==> src/rtl/ltpi_csr_avmm_arbiter.sv <==
// ltpi_csr_avmm_arbiter: round-robin share of one LTPI CSR Avalon-MM slave among N_MASTERS requesters with a hang watchdog
// Ports:
//   clk, reset_n                    clock and asynchronous active-low reset
//   m_address/m_read/m_write/
//   m_writedata/m_byteenable        packed per-master command inputs (master i at slice i)
//   m_waitrequest                   per-master accept (low = command taken this cycle)
//   m_readdata, m_readdatavalid     shared read data, one-hot return strobe
//   s_*                             CSR slave Avalon-MM port
//   timeout_err, timeout_cnt        sticky watchdog flag and saturating event count
//   err_clr                         synchronous clear of the watchdog status
module ltpi_csr_avmm_arbiter #(
  parameter int N_MASTERS = 2,
  parameter int ADDR_W = 16,
  parameter int DATA_W = 32,
  parameter int TIMEOUT_CYC = 255,
  parameter logic [DATA_W-1:0] ERR_DATA = 32'hDEAD_BEEF
) (
  input  logic                            clk,
  input  logic                            reset_n,
  input  logic [N_MASTERS*ADDR_W-1:0]     m_address,
  input  logic [N_MASTERS-1:0]            m_read,
  input  logic [N_MASTERS-1:0]            m_write,
  input  logic [N_MASTERS*DATA_W-1:0]     m_writedata,
  input  logic [N_MASTERS*(DATA_W/8)-1:0] m_byteenable,
  output logic [N_MASTERS-1:0]            m_waitrequest,
  output logic [DATA_W-1:0]               m_readdata,
  output logic [N_MASTERS-1:0]            m_readdatavalid,
  output logic [ADDR_W-1:0]               s_address,
  output logic                            s_read,
  output logic                            s_write,
  output logic [DATA_W-1:0]               s_writedata,
  output logic [DATA_W/8-1:0]             s_byteenable,
  input  logic                            s_waitrequest,
  input  logic [DATA_W-1:0]               s_readdata,
  input  logic                            s_readdatavalid,
  output logic                            timeout_err,
  output logic [7:0]                      timeout_cnt,
  input  logic                            err_clr
);
  localparam int BE_W = DATA_W / 8;
  localparam int GW = N_MASTERS > 1 ? $clog2(N_MASTERS) : 1;
  localparam int WW = $clog2(TIMEOUT_CYC + 1);
  typedef enum logic [1:0] {IDLE, ISSUE, WAIT_RD, ERR_RESP} state_t;
  state_t state;
  logic [GW-1:0] grant, last_grant, pick, idx;
  logic kind_rd;
  logic [WW-1:0] wdog;
  logic [DATA_W-1:0] rd_hold;
  logic [N_MASTERS-1:0] req;
  logic [ADDR_W-1:0] sel_addr;
  logic [DATA_W-1:0] sel_wd;
  logic [BE_W-1:0] sel_be;
  logic fire, fire_issue, fire_wait, rd_done, wd_event;
  assign req = m_read | m_write;
  // Walk from last_grant+1 downward in priority so the nearest requester after the last owner wins.
  always_comb begin
    pick = last_grant;
    idx = last_grant;
    for (int k = N_MASTERS; k >= 1; k--) begin
      idx = GW'((int'(last_grant) + k) % N_MASTERS);
      if (req[idx]) pick = idx;
    end
  end
  always_comb begin
    sel_addr = '0;
    sel_wd = '0;
    sel_be = '0;
    for (int i = 0; i < N_MASTERS; i++)
      if (grant == GW'(i)) begin
        sel_addr = m_address[i*ADDR_W +: ADDR_W];
        sel_wd = m_writedata[i*DATA_W +: DATA_W];
        sel_be = m_byteenable[i*BE_W +: BE_W];
      end
  end
  assign fire = wdog == WW'(TIMEOUT_CYC - 1);
  assign fire_issue = state == ISSUE && fire;
  assign rd_done = state == WAIT_RD && s_readdatavalid;
  // A reply arriving in the watchdog's final cycle is still delivered rather than discarded.
  assign fire_wait = state == WAIT_RD && fire && !s_readdatavalid;
  assign wd_event = fire_issue || fire_wait;
  assign s_read = state == ISSUE && !fire && kind_rd;
  assign s_write = state == ISSUE && !fire && !kind_rd;
  assign s_address = state == ISSUE ? sel_addr : '0;
  assign s_writedata = state == ISSUE ? sel_wd : '0;
  assign s_byteenable = state == ISSUE ? sel_be : '0;
  assign m_readdata = rd_done ? s_readdata : state == ERR_RESP ? ERR_DATA : rd_hold;
  always_comb begin
    m_waitrequest = '1;
    m_readdatavalid = '0;
    if (state == ISSUE) m_waitrequest[grant] = fire ? 1'b0 : s_waitrequest;
    if (rd_done || state == ERR_RESP) m_readdatavalid[grant] = 1'b1;
  end
  always_ff @(posedge clk or negedge reset_n)
    if (!reset_n) begin
      state <= IDLE;
      grant <= '0;
      last_grant <= GW'(N_MASTERS - 1);
      kind_rd <= 1'b0;
      wdog <= '0;
      rd_hold <= '0;
      timeout_err <= 1'b0;
      timeout_cnt <= '0;
    end else begin
      if (state == ISSUE || state == WAIT_RD) wdog <= wdog + 1'b1;
      case (state)
        IDLE:
          if (|req) begin
            grant <= pick;
            kind_rd <= m_read[pick];
            wdog <= '0;
            state <= ISSUE;
          end
        ISSUE:
          if (fire || !s_waitrequest) begin
            last_grant <= grant;
            state <= fire ? (kind_rd ? ERR_RESP : IDLE) : (kind_rd ? WAIT_RD : IDLE);
          end
        WAIT_RD:
          if (s_readdatavalid) begin
            rd_hold <= s_readdata;
            state <= IDLE;
          end else if (fire) state <= ERR_RESP;
        default: begin
          rd_hold <= ERR_DATA;
          state <= IDLE;
        end
      endcase
      timeout_err <= wd_event ? 1'b1 : err_clr ? 1'b0 : timeout_err;
      timeout_cnt <= wd_event ? (err_clr ? 8'd1 : timeout_cnt + {7'd0, timeout_cnt != 8'hFF}) :
                     err_clr ? 8'd0 : timeout_cnt;
    end
endmodule

==> config.mk <==
export PLATFORM = sky130hd
export DESIGN_NAME = ltpi_csr_avmm_arbiter
export DESIGN_NICKNAME = d
export VERILOG_FILES = /design/src/rtl/ltpi_csr_avmm_arbiter.sv
export SDC_FILE = /design/constraint.sdc
export NUM_CORES = 1
export LEC_CHECK = 0
export CAP_MARGIN = 20
export CORE_AREA = 2 2 100 102
export CTS_BUF_LIST = sky130_fd_sc_hd__clkbuf_8 sky130_fd_sc_hd__clkbuf_16
export DETAILED_ROUTE_END_ITERATION = 7
export DIE_AREA = 0 0 102 104
export GPL_TIMING_DRIVEN = 0
export PLACE_DENSITY_LB_ADDON = 0.15
export SYNTH_ARGS = -nofsm -noshare
export SYNTH_HDL_FRONTEND = slang
export SYNTH_SLANG_ARGS = --single-unit
==> constraint.sdc <==
create_clock -name clk -period 3.6 [get_ports clk]
set_input_delay 0.72 -clock clk [delete_from_list [all_inputs] [get_ports clk]]
set_output_delay 0.72 -clock clk [all_outputs]
set_load 0.03 [all_outputs]
==> impl_metrics.tcl <==
set metrics [dict create \
    postCtsHoldBufs 0 \
    holdWs_ps 358 \
    tns_ps 0 \
    cts_resized 6 \
    grt_max_degree 35 \
    postCtsSetupBuffers 0 \
    period_needed_ps 3430 \
    syn_area_um2 3720 \
    ys_types 46 \
    final.fill_count 816 \
    relSlewSlack 0.521 \
    clk-insertion-delay-late_ps 320 \
    vias 3889 \
    routed_wl_um 14000 \
    most-common-layout-cells "241 x clkdlybuf4s50_1, 55 x nor2b_1, 53 x mux2i_1, 53 x dfrtp_1" \
    clock_sink_count 54 \
    cp_max_fo 10 \
    avgSynthCellArea_um2 10.0 \
    rsz0062_at_grt "false" \
    final_common_cell "clkdlybuf4s50_1" \
    cts_root_buf "clkbuf_8" \
    worst_pin_slew_ps 719 \
    setup_viol 0 \
    drc 0 \
    crit_path_start_kind "input port" \
    fin_crit_sh 0.952 \
    io_pins 244 \
    fmax_ghz 0.292 \
    start_util 0.390 \
    gp_congestion 0.840 \
    rows 36 \
    cp.required_ps 2880 \
    synth.top_cells.by_area "dfrtp_1 36%, mux2i_1 14%, nor2b_1 9.2%" \
    synth_edf_count 0 \
    maxCapViolations 0 \
    finalMaxSlewViolations 0 \
    cts_tree "built" \
    globalRouteOverflowTotal 0 \
    hp-class "input port to async pin" \
    dieArea_um2 10600 \
    grtUsageTotal 0.257 \
    syn_inst 372 \
    dpl.hpwl_um 11300 \
    finalInstanceArea_um2 6430 \
    coreArea_um2 9550 \
    clk_pin_slew_ps 110 \
    dp.cells 748 \
    numPortBuffers 242 \
    outcome "finished clean" \
    wl_per_cell_um 18.6 \
    first_iter_violations 140 \
    htree_levels 2 \
    postRouteAntennaNets 0 \
    n_antenna_cell 0 \
    nets 772 \
    end_kind "output pin" \
    yosys.area.top_type_share 0.357 \
    numCtsBuffers 5 \
    drt_first_pass_iters 6 \
    final.setup_skew_ps 7.48 \
    synth_seq_cells 54 \
    synth_top_flop_cell "dfrtp_1" \
    grt_pass1_vias 3999 \
    final_hold_viol_count 0 \
    worstSetupPathType "input port to output pin" \
    fp.dieH_um 104 \
    grt_pass1_wl_um 21500 \
    vdd_drop_max_mv 0.394 \
    antenna_found_initial 0 \
    synth_area_leader_cell "dfrtp_1" \
    synth-seq-area-share 0.364 \
    cts_buffer_depth 2 \
    vias_per_cell 5.16 \
    cp.arrival_ps 2710 \
    yosysWarningCount 0 \
    drive_gt1_frac 0.0645 \
    power_density_nw_per_um2 673 \
    cellLeakagePower_uw 0.00253 \
    postSynth.asyncResetShare 1.00 \
    die_w_um 102 \
    syn_nets 525 \
    stdcell_count 753 \
    placed_area_um2 6320 \
    syn_to_final_growth_pct 72.8 \
]
## worst max-delay path, cell delays in order
cell             delay [ps]
clkdlybuf4s50_1         500
and2_1                  330
clkbuf_2                290
a22o_1                  190
clkdlybuf4s50_1         670
## kinds of logic (layout without fill, tap and decap cells)
group	after synthesis	after routing	share of synthesized area
XOR/XNOR	8	8	0.0188
AND/OR/NAND/NOR	116	116	0.177
flip-flops	54	54	0.364
multiplexers	56	56	0.152
adder cells (fa/ha/maj)	8	8	0.0269
AO/OA/AOI/OAI	90	90	0.213
buffers and inverters	40	288	0.0494
## registers in the layout (all words and copies together), names as in the netlist
register,flops
timeout_err,1
wdog,8
rd_hold,32
kind_rd,1
last_grant,1
grant,1
state,2
timeout_cnt,8
## per-stage QoR
stage / utilization / setup slack, ps / power [µW]
floorplan: - / 1030 / 2770
global placement: 0.661 / -122 / 3910
detailed placement: 0.662 / -120 / 3950
CTS: 0.673 / 20.1 / 4350
global route: 0.673 / 62.1 / 4560
finish: 0.673 / 174 / 4330
## final timing paths
path,end,from,slack (ps),cells past startpoint
max,m_readdata[14],s_readdatavalid,170,5
max reg2reg,rd_hold[28],state[1],1620,7
min,rd_hold[8],reset_n,360,1
min reg2reg,rd_hold[8],rd_hold[8],510,1
max in group asynchronous,timeout_cnt[5],reset_n,2680,2
min in group clk,rd_hold[8],rd_hold[8],510,1
## Yosys cell counts (6+ instances only)
library cell	count
nor2b_1	55
dfrtp_1	53
mux2i_1	53
o22a_1	24
o32a_1	24
clkbuf_1	22
nor2_1	17
nand2_1	13
a21oi_1	10
a22o_1	8
a32o_1	8
ha_1	8
o21ai_0	7
buf_2	6
xor2_1	6
## metal layers
layer | vias to the layer above | GRT usage | share of wire
met5 | - | 0 | 0
met4 | 0 | 0.0533 | 0.014
met2 | 145 | 0.453 | 0.50
met3 | 13 | 0.0551 | 0.073
met1 | 1867 | 0.319 | 0.42
li1 | 1864 | - | -
## layout make-up
| class | count | area, µm² | area share |
|---|---|---|---|
| plain buffers | 32 | 161 | 0.0251 |
| clock buffers | 6 | 82.6 | 0.0128 |
| clock inverters | 2 | 20.0 | 0.00311 |
| inverters | 5 | 18.8 | 0.00292 |
| multi-input cells | 278 | 2190 | 0.340 |
| flip-flops and latches | 54 | 1350 | 0.210 |
| well taps | 133 | 166 | 0.0259 |
| repair buffers | 243 | 2440 | 0.379 |
## power breakdown
part           internal (µW)  switching, µW  leakage, µW  total, µW
Combinational           1360           1770      0.00186       3120
Clock                    164            222    0.0000537        386
Sequential               733           84.1     0.000619        817
Total                   2250           2070      0.00253       4330
Power figures use the tool's default switching activity.
